### src/rtl/control_multi_if.sv
// control_multi_if: bundle between the multicycle MIPS control unit and its
// datapath. The control unit (master) receives the IR opcode and drives every
// mux select and write strobe. It also drives its debug state and the count of
// retired instructions.
interface control_multi_if #(
  parameter int COUNT_WIDTH = 32
);
  logic [5:0]             opcode;
  logic                   PCWrite;
  logic                   PCWriteCond;
  logic                   PCWriteCondNE;
  logic                   IorD;
  logic                   MemRead;
  logic                   MemWrite;
  logic                   IRWrite;
  logic                   MemtoReg;
  logic                   RegDst;
  logic                   RegWrite;
  logic                   ALUSrcA;
  logic [1:0]             ALUSrcB;
  logic [1:0]             ALUOp;
  logic [1:0]             PCSource;
  logic [3:0]             state;
  logic [COUNT_WIDTH-1:0] instr_count;

  modport master (
    input  opcode,
    output PCWrite, PCWriteCond, PCWriteCondNE, IorD, MemRead, MemWrite,
           IRWrite, MemtoReg, RegDst, RegWrite, ALUSrcA, ALUSrcB, ALUOp,
           PCSource, state, instr_count
  );

  modport slave (
    output opcode,
    input  PCWrite, PCWriteCond, PCWriteCondNE, IorD, MemRead, MemWrite,
           IRWrite, MemtoReg, RegDst, RegWrite, ALUSrcA, ALUSrcB, ALUOp,
           PCSource, state, instr_count
  );
endinterface

### src/rtl/control_multi.sv
// control_multi: Moore FSM controller for the multicycle MIPS datapath.
// There is one shared memory and the IR/MDR/A/B/ALUOut registers. Every
// instruction passes through 3 to 5 states. All datapath controls are decoded
// from the current state only. While reset is high, the write/read strobes are
// forced low, so an aborted instruction has no side effects.
// Optional feature macro: ADDI_EN. When it is defined, the controller supports
// addi through the states ADDI_EX and ADDI_WB. When it is not defined, opcode
// 0x08 is treated as illegal.
module control_multi #(
  parameter int COUNT_WIDTH = 32
) (
  input  logic            clk,
  input  logic            reset,
  control_multi_if.master bus
);

  // State encodings. The debug output exposes these values, so they are fixed.
  localparam logic [3:0] S_IF       = 4'd0;
  localparam logic [3:0] S_ID       = 4'd1;
  localparam logic [3:0] S_MEMADR   = 4'd2;
  localparam logic [3:0] S_MEMRD    = 4'd3;
  localparam logic [3:0] S_MEMWB    = 4'd4;
  localparam logic [3:0] S_MEMWR    = 4'd5;
  localparam logic [3:0] S_RTYPE_EX = 4'd6;
  localparam logic [3:0] S_RTYPE_WB = 4'd7;
  localparam logic [3:0] S_BEQ_EX   = 4'd8;
  localparam logic [3:0] S_BNE_EX   = 4'd9;
  localparam logic [3:0] S_JUMP_EX  = 4'd10;
`ifdef ADDI_EN
  localparam logic [3:0] S_ADDI_EX  = 4'd11;
  localparam logic [3:0] S_ADDI_WB  = 4'd12;
`endif

  // Opcodes taken from IR[31:26]
  localparam logic [5:0] OP_R    = 6'h00;
  localparam logic [5:0] OP_J    = 6'h02;
  localparam logic [5:0] OP_BEQ  = 6'h04;
  localparam logic [5:0] OP_BNE  = 6'h05;
`ifdef ADDI_EN
  localparam logic [5:0] OP_ADDI = 6'h08;
`endif
  localparam logic [5:0] OP_LW   = 6'h23;
  localparam logic [5:0] OP_SW   = 6'h2B;

  logic [3:0]             state_q;
  logic [3:0]             state_d;
  logic [COUNT_WIDTH-1:0] count_q;
  logic [COUNT_WIDTH-1:0] count_d;
  logic                   terminal_s;

  // Decoded controls before the strobes are gated by reset
  logic       pc_write_s;
  logic       pc_write_cond_s;
  logic       pc_write_cond_ne_s;
  logic       iord_s;
  logic       mem_read_s;
  logic       mem_write_s;
  logic       ir_write_s;
  logic       mem_to_reg_s;
  logic       reg_dst_s;
  logic       reg_write_s;
  logic       alu_src_a_s;
  logic [1:0] alu_src_b_s;
  logic [1:0] alu_op_s;
  logic [1:0] pc_source_s;

  // Next-state logic. The opcode matters only in ID and MEMADR.
  // Unused encodings return to IF.
  always_comb begin
    state_d = S_IF;
    case (state_q)
      S_IF: begin
        state_d = S_ID;
      end
      S_ID: begin
        case (bus.opcode)
          OP_LW, OP_SW: state_d = S_MEMADR;
          OP_R:         state_d = S_RTYPE_EX;
          OP_BEQ:       state_d = S_BEQ_EX;
          OP_BNE:       state_d = S_BNE_EX;
          OP_J:         state_d = S_JUMP_EX;
`ifdef ADDI_EN
          OP_ADDI:      state_d = S_ADDI_EX;
`endif
          default:      state_d = S_IF;  // illegal opcode: refetch, not counted
        endcase
      end
      S_MEMADR: begin
        if (bus.opcode == OP_SW) begin
          state_d = S_MEMWR;
        end else if (bus.opcode == OP_LW) begin
          state_d = S_MEMRD;
        end else begin
          state_d = S_IF;
        end
      end
      S_MEMRD:    state_d = S_MEMWB;
      S_RTYPE_EX: state_d = S_RTYPE_WB;
`ifdef ADDI_EN
      S_ADDI_EX:  state_d = S_ADDI_WB;
`endif
      default:    state_d = S_IF;  // terminal states and unreachable codes
    endcase
  end

  // Flag for the last state of a legal instruction. The counter advances on
  // the edge that leaves this state.
  always_comb begin
    terminal_s = 1'b0;
    case (state_q)
      S_MEMWB, S_MEMWR, S_RTYPE_WB, S_BEQ_EX, S_BNE_EX, S_JUMP_EX: terminal_s = 1'b1;
`ifdef ADDI_EN
      S_ADDI_WB: terminal_s = 1'b1;
`endif
      default:   terminal_s = 1'b0;
    endcase
  end

  // Retired-instruction counter. It wraps naturally at 2^COUNT_WIDTH.
  always_comb begin
    if (terminal_s) begin
      count_d = count_q + {{(COUNT_WIDTH-1){1'b0}}, 1'b1};
    end else begin
      count_d = count_q;
    end
  end

  // State and counter registers. Reset takes priority over the increment.
  always_ff @(posedge clk) begin
    if (reset) begin
      state_q <= S_IF;
      count_q <= '0;
    end else begin
      state_q <= state_d;
      count_q <= count_d;
    end
  end

  // Moore decode of the datapath controls. Selects that a state does not use
  // are left at zero.
  always_comb begin
    pc_write_s         = 1'b0;
    pc_write_cond_s    = 1'b0;
    pc_write_cond_ne_s = 1'b0;
    iord_s             = 1'b0;
    mem_read_s         = 1'b0;
    mem_write_s        = 1'b0;
    ir_write_s         = 1'b0;
    mem_to_reg_s       = 1'b0;
    reg_dst_s          = 1'b0;
    reg_write_s        = 1'b0;
    alu_src_a_s        = 1'b0;
    alu_src_b_s        = 2'b00;
    alu_op_s           = 2'b00;
    pc_source_s        = 2'b00;
    case (state_q)
      S_IF: begin
        // Fetch the instruction and compute PC+4 in the same cycle
        mem_read_s  = 1'b1;
        ir_write_s  = 1'b1;
        alu_src_b_s = 2'b01;
        pc_write_s  = 1'b1;
      end
      S_ID: begin
        // Compute the branch target into ALUOut in case this is a branch
        alu_src_b_s = 2'b11;
      end
      S_MEMADR: begin
        alu_src_a_s = 1'b1;
        alu_src_b_s = 2'b10;
      end
      S_MEMRD: begin
        mem_read_s = 1'b1;
        iord_s     = 1'b1;
      end
      S_MEMWB: begin
        mem_to_reg_s = 1'b1;
        reg_write_s  = 1'b1;
      end
      S_MEMWR: begin
        mem_write_s = 1'b1;
        iord_s      = 1'b1;
      end
      S_RTYPE_EX: begin
        alu_src_a_s = 1'b1;
        alu_op_s    = 2'b10;
      end
      S_RTYPE_WB: begin
        reg_dst_s   = 1'b1;
        reg_write_s = 1'b1;
      end
      S_BEQ_EX: begin
        alu_src_a_s     = 1'b1;
        alu_op_s        = 2'b01;
        pc_write_cond_s = 1'b1;
        pc_source_s     = 2'b01;
      end
      S_BNE_EX: begin
        alu_src_a_s        = 1'b1;
        alu_op_s           = 2'b01;
        pc_write_cond_ne_s = 1'b1;
        pc_source_s        = 2'b01;
      end
      S_JUMP_EX: begin
        pc_write_s  = 1'b1;
        pc_source_s = 2'b10;
      end
`ifdef ADDI_EN
      S_ADDI_EX: begin
        alu_src_a_s = 1'b1;
        alu_src_b_s = 2'b10;
      end
      S_ADDI_WB: begin
        reg_write_s = 1'b1;
      end
`endif
      default: begin
        pc_write_s = 1'b0;  // unreachable codes are inert for their one cycle
      end
    endcase
  end

  // Reset gates every state-changing strobe immediately, so a state
  // interrupted by reset has no effect on the datapath.
  assign bus.PCWrite       = pc_write_s         & ~reset;
  assign bus.PCWriteCond   = pc_write_cond_s    & ~reset;
  assign bus.PCWriteCondNE = pc_write_cond_ne_s & ~reset;
  assign bus.MemRead       = mem_read_s         & ~reset;
  assign bus.MemWrite      = mem_write_s        & ~reset;
  assign bus.IRWrite       = ir_write_s         & ~reset;
  assign bus.RegWrite      = reg_write_s        & ~reset;

  assign bus.IorD        = iord_s;
  assign bus.MemtoReg    = mem_to_reg_s;
  assign bus.RegDst      = reg_dst_s;
  assign bus.ALUSrcA     = alu_src_a_s;
  assign bus.ALUSrcB     = alu_src_b_s;
  assign bus.ALUOp       = alu_op_s;
  assign bus.PCSource    = pc_source_s;
  assign bus.state       = state_q;
  assign bus.instr_count = count_q;

endmodule

### src/flat_wrapper.sv
// flat-port wrapper written by rule: the top's interface ports become plain ports
module control_multi_flat 
#(
  parameter int COUNT_WIDTH = 32
)
  (clk, reset, bus_opcode, bus_PCWrite, bus_PCWriteCond, bus_PCWriteCondNE, bus_IorD, bus_MemRead, bus_MemWrite, bus_IRWrite, bus_MemtoReg, bus_RegDst, bus_RegWrite, bus_ALUSrcA, bus_ALUSrcB, bus_ALUOp, bus_PCSource, bus_state, bus_instr_count);
  control_multi_if #(.COUNT_WIDTH(COUNT_WIDTH)) bus_i ();
  input  logic clk;
  input  logic reset;
  input wire logic [$bits(bus_i.opcode)-1:0] bus_opcode;
  output wire logic [$bits(bus_i.PCWrite)-1:0] bus_PCWrite;
  output wire logic [$bits(bus_i.PCWriteCond)-1:0] bus_PCWriteCond;
  output wire logic [$bits(bus_i.PCWriteCondNE)-1:0] bus_PCWriteCondNE;
  output wire logic [$bits(bus_i.IorD)-1:0] bus_IorD;
  output wire logic [$bits(bus_i.MemRead)-1:0] bus_MemRead;
  output wire logic [$bits(bus_i.MemWrite)-1:0] bus_MemWrite;
  output wire logic [$bits(bus_i.IRWrite)-1:0] bus_IRWrite;
  output wire logic [$bits(bus_i.MemtoReg)-1:0] bus_MemtoReg;
  output wire logic [$bits(bus_i.RegDst)-1:0] bus_RegDst;
  output wire logic [$bits(bus_i.RegWrite)-1:0] bus_RegWrite;
  output wire logic [$bits(bus_i.ALUSrcA)-1:0] bus_ALUSrcA;
  output wire logic [$bits(bus_i.ALUSrcB)-1:0] bus_ALUSrcB;
  output wire logic [$bits(bus_i.ALUOp)-1:0] bus_ALUOp;
  output wire logic [$bits(bus_i.PCSource)-1:0] bus_PCSource;
  output wire logic [$bits(bus_i.state)-1:0] bus_state;
  output wire logic [$bits(bus_i.instr_count)-1:0] bus_instr_count;
  assign bus_i.opcode = bus_opcode;
  assign bus_PCWrite = bus_i.PCWrite;
  assign bus_PCWriteCond = bus_i.PCWriteCond;
  assign bus_PCWriteCondNE = bus_i.PCWriteCondNE;
  assign bus_IorD = bus_i.IorD;
  assign bus_MemRead = bus_i.MemRead;
  assign bus_MemWrite = bus_i.MemWrite;
  assign bus_IRWrite = bus_i.IRWrite;
  assign bus_MemtoReg = bus_i.MemtoReg;
  assign bus_RegDst = bus_i.RegDst;
  assign bus_RegWrite = bus_i.RegWrite;
  assign bus_ALUSrcA = bus_i.ALUSrcA;
  assign bus_ALUSrcB = bus_i.ALUSrcB;
  assign bus_ALUOp = bus_i.ALUOp;
  assign bus_PCSource = bus_i.PCSource;
  assign bus_state = bus_i.state;
  assign bus_instr_count = bus_i.instr_count;
  control_multi #(.COUNT_WIDTH(COUNT_WIDTH)) u_core (.clk(clk), .reset(reset), .bus(bus_i));
endmodule
### config.mk
export PLATFORM = sky130hd
export DESIGN_NAME = control_multi_flat
export DESIGN_NICKNAME = d
export VERILOG_FILES = /design/src/rtl/control_multi_if.sv /design/src/rtl/control_multi.sv /design/src/flat_wrapper.sv
export SDC_FILE = /design/constraint.sdc
export NUM_CORES = 1
export LEC_CHECK = 0
export ABC_AREA = 1
export CORE_MARGIN = 3
export CORE_UTILIZATION = 48
export CTS_BUF_LIST = sky130_fd_sc_hd__clkbuf_4 sky130_fd_sc_hd__clkbuf_8 sky130_fd_sc_hd__clkbuf_16
export CTS_CLUSTER_DIAMETER = 100
export CTS_CLUSTER_SIZE = 40
export DETAILED_ROUTE_END_ITERATION = 6
export PLACE_DENSITY = 0.83
export SYNTH_ARGS = -nofsm -noshare
export SYNTH_HDL_FRONTEND = slang
export SYNTH_SLANG_ARGS = --single-unit
### constraint.sdc
create_clock -name clk -period 1.8 [get_ports clk]
set_input_delay 0.27 -clock clk [delete_from_list [all_inputs] [get_ports clk]]
set_output_delay 0.27 -clock clk [all_outputs]
set_load 0.005 [all_outputs]
-- Word-level counts from Yosys, hierarchy flattened
Cells that the tools add are included.
- register bits: 36
- input port bits: 8
- output and inout port bits: 53
- word-level logic and storage cells: 55
- add/subtract/negate cells: 1
- equal/unequal tests: 15
- muxes and demuxes: 19
- bitwise gates (word level): 8
- reductions and logical operators: 10
- operators with widths (kind ; count):
    $pmux W4 S5 ; 2
    $add A32 B1 Y32 const B ; 1
    $eq A4 B3 Y1 const B ; 4
    $eq A4 B4 Y1 const B ; 3
    $eq A6 B3 Y1 const B ; 2
    $eq A6 B6 Y1 const B ; 2
    $mux W1 ; 12
    $reduce_or A2 Y1 ; 6
    $eq A4 B2 Y1 const B ; 2
    $pmux W2 S2 ; 2
    $and A1 B1 Y1 ; 7
    $eq A6 B2 Y1 const B ; 1
    $logic_not A6 Y1 ; 1
    $pmux W2 S3 ; 1
    $reduce_or A6 Y1 ; 1
    $eq A4 B1 Y1 const B ; 1
    $logic_not A4 Y1 ; 1
    $mux W4 ; 1
    $reduce_or A4 Y1 ; 1
    $mux W2 ; 1
    $not A1 Y1 ; 1

-- Logic depth before layout (Yosys ltp)
- depth in word-level cells: 4
- gate-level depth with buffers: 11
- mapped depth without buffers: 10

-- Least setup slack after synthesis
Ideal clock, no wire load.
- path kind: register to register
- start: reg u_core.count_q[0] (netlist: u_core.bus.instr_count[0])
- end: reg u_core.count_q[20] (netlist: u_core.bus.instr_count[20])
- library setup time: 113 ps
- arrival time: 1320 ps
- required time: 1687 ps
- setup slack: 367 ps
- cell stages (with the launch flop): 9
- path buffers: 0
- clock period less this slack: 1433 ps
- cell sequence: dfxtp_1 ha_1 nand3_1 nor2_4 nand3b_1 nor2_1 nand2_1 nand2_1 nor2_1
- cells in the longest elaborated chain, start to end: 1
- ends and longest elaborated chain (what ; RTL line ; text):
    start: declaration ; control_multi.sv:47 ; logic [COUNT_WIDTH-1:0] count_q;
    start signal: assignment ; control_multi.sv:135 ; count_q <= count_d;
    $add A32 B1 Y32 ; control_multi.sv:122 ; count_d = count_q + {{(COUNT_WIDTH-1){1'b0}}, 1'b1};
No other way between the ends.
A chain may end at the register's enable or synchronous reset.

-- Worst setup path after layout
- start: reg u_core.state_q[3] (netlist: u_core.bus.state[3])
- end: out bus_PCSource[0]
- cells in the longest elaborated chain, start to end: 3
- elaborated cells between the ends (all ways): 5
- classes of those cells: eq/ne (3); mux (1); reduce/logical (1)
- ends and longest elaborated chain (what ; RTL line ; text):
    start: declaration ; control_multi.sv:45 ; logic [3:0] state_q;
    start signal: assignment ; control_multi.sv:134 ; state_q <= state_d;
    $eq A4 B4 Y1 ; control_multi.sv:156 ; case (state_q)
    $reduce_or A2 Y1 (no line) ; - ;
    $pmux W2 S2 (*) ; control_multi.sv:156 ;
    end: declaration ; flat_wrapper.sv:24 ; output wire logic [$bits(bus_i.PCSource)-1:0] bus_PCSource;
Mark *: on every way between the ends. The rest lies on a longest branch, timed or not.

==> flow_summary.json <==
{
  "cts_buffers": 5,
  "syn-instance-count": 348,
  "pwr-share-comb": 0.067,
  "wl_per_cell_um": 12.6,
  "coreArea_mm2": 0.00441,
  "relSlewSlack": 0.767,
  "ys_seq_elements": 36,
  "fin_skew_ns": 0.0104,
  "clock_path_buffers": 2,
  "p_int_mw": 1.27,
  "cts_max_level": 2,
  "clk_pin_slew_ns": 0.07,
  "nFillCells": 398,
  "die_y_um": 74.3,
  "initial_utilization": 0.507,
  "synth_cell_type_count": 30,
  "drv_slew": 0,
  "rsz0062_at_grt": "no",
  "start_kind": "flip-flop",
  "diodes": 0,
  "wl_mm": 5.95,
  "finalCritPeriodShare": 0.959,
  "portBuffers": 60,
  "utilization": 0.694,
  "pwr-share-seq": 0.489,
  "die_area_mm2": 0.00551,
  "worst_slew_pin_slew_ns": 0.348,
  "drc": 0,
  "hp-class": "reg -> reg",
  "cts_tree": "done",
  "insertion_delay_ns": 0.29,
  "drt_iter0_markers": 205,
  "antenna_found_initial": 0,
  "arrival_ns": 1.46,
  "grt.overflow.total": 0,
  "die_x_um": 74.3,
  "grt_max_degree": 27,
  "drtAntennaViolNets": 0,
  "mostFrequentLayoutCell": "nand2_1",
  "place_congestion": 0.990,
  "power.switching_uw": 368,
  "critPathRequiredTime_ns": 1.53,
  "track_usage": 0.226,
  "synth.avg_cell_area_um2": 6.42,
  "clockRootBuffer": "clkbuf_8",
  "synthToLayoutAreaGrowth_pct": 36.9,
  "final_cell_mix": "nand2_1, nor2_1, inv_1, clkdlybuf4s50_1, dfxtp_1",
  "fin_cells": 473,
  "min_period_ns": 1.73,
  "outcome": "completed",
  "switching_share": 0.224,
  "mappedNetlistNets": 357,
  "io_pins": 61,
  "dp.cells": 464,
  "worst_setup_path_end_kind": "primary output",
  "yosysSeqAreaShare": 0.322,
  "hold_viol_final": 0,
  "path_max_fanout": 6,
  "drive_gt1_frac": 0.138,
  "vias_per_cell": 5.04,
  "nets": 429,
  "first_pass_iters": 4,
  "regToRegSetupSlack_ns": 0.16,
  "finalSetupViolations": 0,
  "cts.sinks": 36,
  "grt_pass1_vias": 2267,
  "p_leak_nw": 1.33,
  "clkPwrFrac": 0.444,
  "post-dp-hpwl_mm": 4.41,
  "critPathKind": "reg -> out",
  "rows": 24,
  "maxCapViolCount": 0,
  "fmax_mhz": 579,
  "place_ws_ns": -0.129,
  "synth_warnings": 0,
  "pwr_density_cell_mw_per_mm2": 536,
  "num_vias": 2386,
  "peakVddDrop_v": 0.000375,
  "syn-cell-area_mm2": 0.00224,
  "finalWorstSetupSlack_ns": 0.0739,
  "grt_pass1_wl_mm": 9.95
}
## flip-flops by register name (all words and copies together) (netlist names)
name	cells
u_core.bus.instr_count	32
u_core.bus.state	4
## final cells by class
type                       instances  area [µm²]  area share
clock buffer                       6        76.3      0.0249
clock inverter                     2        35.0      0.0114
inverter                          55         209      0.0682
multi-input combinational        250        1270       0.416
sequential                        36         728       0.238
tap                               52        65.1      0.0213
timing repair buffer              72         674       0.220
## worst max-delay path, stage by stage, from the launching register on
cell             delay, ns
dfxtp_2               0.34
inv_2                 0.05
nor2_4                0.13
inv_4                 0.07
nor2_1                0.08
clkdlybuf4s50_1       0.51
## metrics by stage
stage / setup TNS [ns] / instance area [µm²] / hold WS [ns] / power (mW)
2_1_floorplan: 0 / 2240 / 0.408 / 0.876
3_3_place_gp: -0.351 / 2930 / 0.469 / 0.934
3_5_place_dp: -0.506 / 2930 / 0.486 / 0.936
4_1_cts: 0 / 3060 / 0.498 / 1.65
5_1_grt: 0 / 3060 / 0.519 / 1.69
6_report: 0 / 3060 / 0.495 / 1.64
## power by group through the flow
stage                     Combinational (mW)  Clock [mW]  Sequential (mW)
final                                  0.110       0.730            0.803
after global routing                   0.121       0.770            0.803
after CTS                              0.110       0.737            0.803
after detailed placement               0.114           0            0.822
after global placement                 0.113           0            0.821
after floorplan                       0.0547           0            0.821
## kinds of logic after synthesis
kind of cell,count (synthesis),synth area share
and+or+nand+nor,205,0.450
buffers and inverters,62,0.116
AOI/OAI and AO/OA,42,0.0979
DFF,36,0.322
xor gates and xnor gates,2,0.00784
adders and majority gates,1,0.00560
## path summary, 6_finish.rpt
path / from / to / depth (start not counted)
setup / recovery: u_core.bus.state[3] / bus_PCSource[0] / 5
hold / removal: u_core.bus.instr_count[5] / u_core.bus.instr_count[5] / 2
setup reg to reg: u_core.bus.instr_count[0] / u_core.bus.instr_count[24] / 8
hold reg to reg: u_core.bus.instr_count[5] / u_core.bus.instr_count[5] / 2
## cell usage after synthesis
master / count / area (µm²)
buf_2: 2 / 10.0
nor2_8: 2 / 40.0
o21ai_0: 14 / 70.1
nand4_1: 7 / 43.8
ha_1: 1 / 12.5
nand2_1: 72 / 270
nor3_1: 13 / 65.1
nand3_1: 21 / 105
inv_2: 6 / 22.5
a31oi_1: 2 / 12.5
dfxtp_1: 36 / 721
nand3_2: 4 / 40.0
nand2_2: 5 / 31.3
nand2_4: 3 / 33.8
nand3b_1: 4 / 30.0
a21oi_1: 22 / 110
clkbuf_1: 3 / 11.3
o22ai_1: 1 / 6.26
buf_12: 1 / 20.0
nor2_4: 5 / 56.3
buf_6: 1 / 11.3
o21ai_1: 1 / 5.00
nand3_4: 1 / 17.5
clkinv_1: 1 / 3.75
nor2_2: 1 / 6.26
o21a_1: 2 / 15.0
xor2_1: 2 / 17.5
inv_1: 48 / 180
nor2_1: 66 / 248
nand2_8: 1 / 20.0
## layer usage
metal  vias to the layer above  global-route usage  part of all wire
met4                         0              0.0613             0.011
met5                         -                   0                 0
li1                       1237                   -                 -
met3                         8              0.0527             0.066
met1                      1063               0.304              0.46
met2                        78               0.364              0.47
## timing repair
item | in CTS | in global routing
endpoints found under the setup margin | 15 | 1
hold buffers | 0 | 0
buffers inserted | 1 | 0
resized for setup | 28 | 1
pin swaps | 1 | 0
Power figures use the tool's default switching activity.
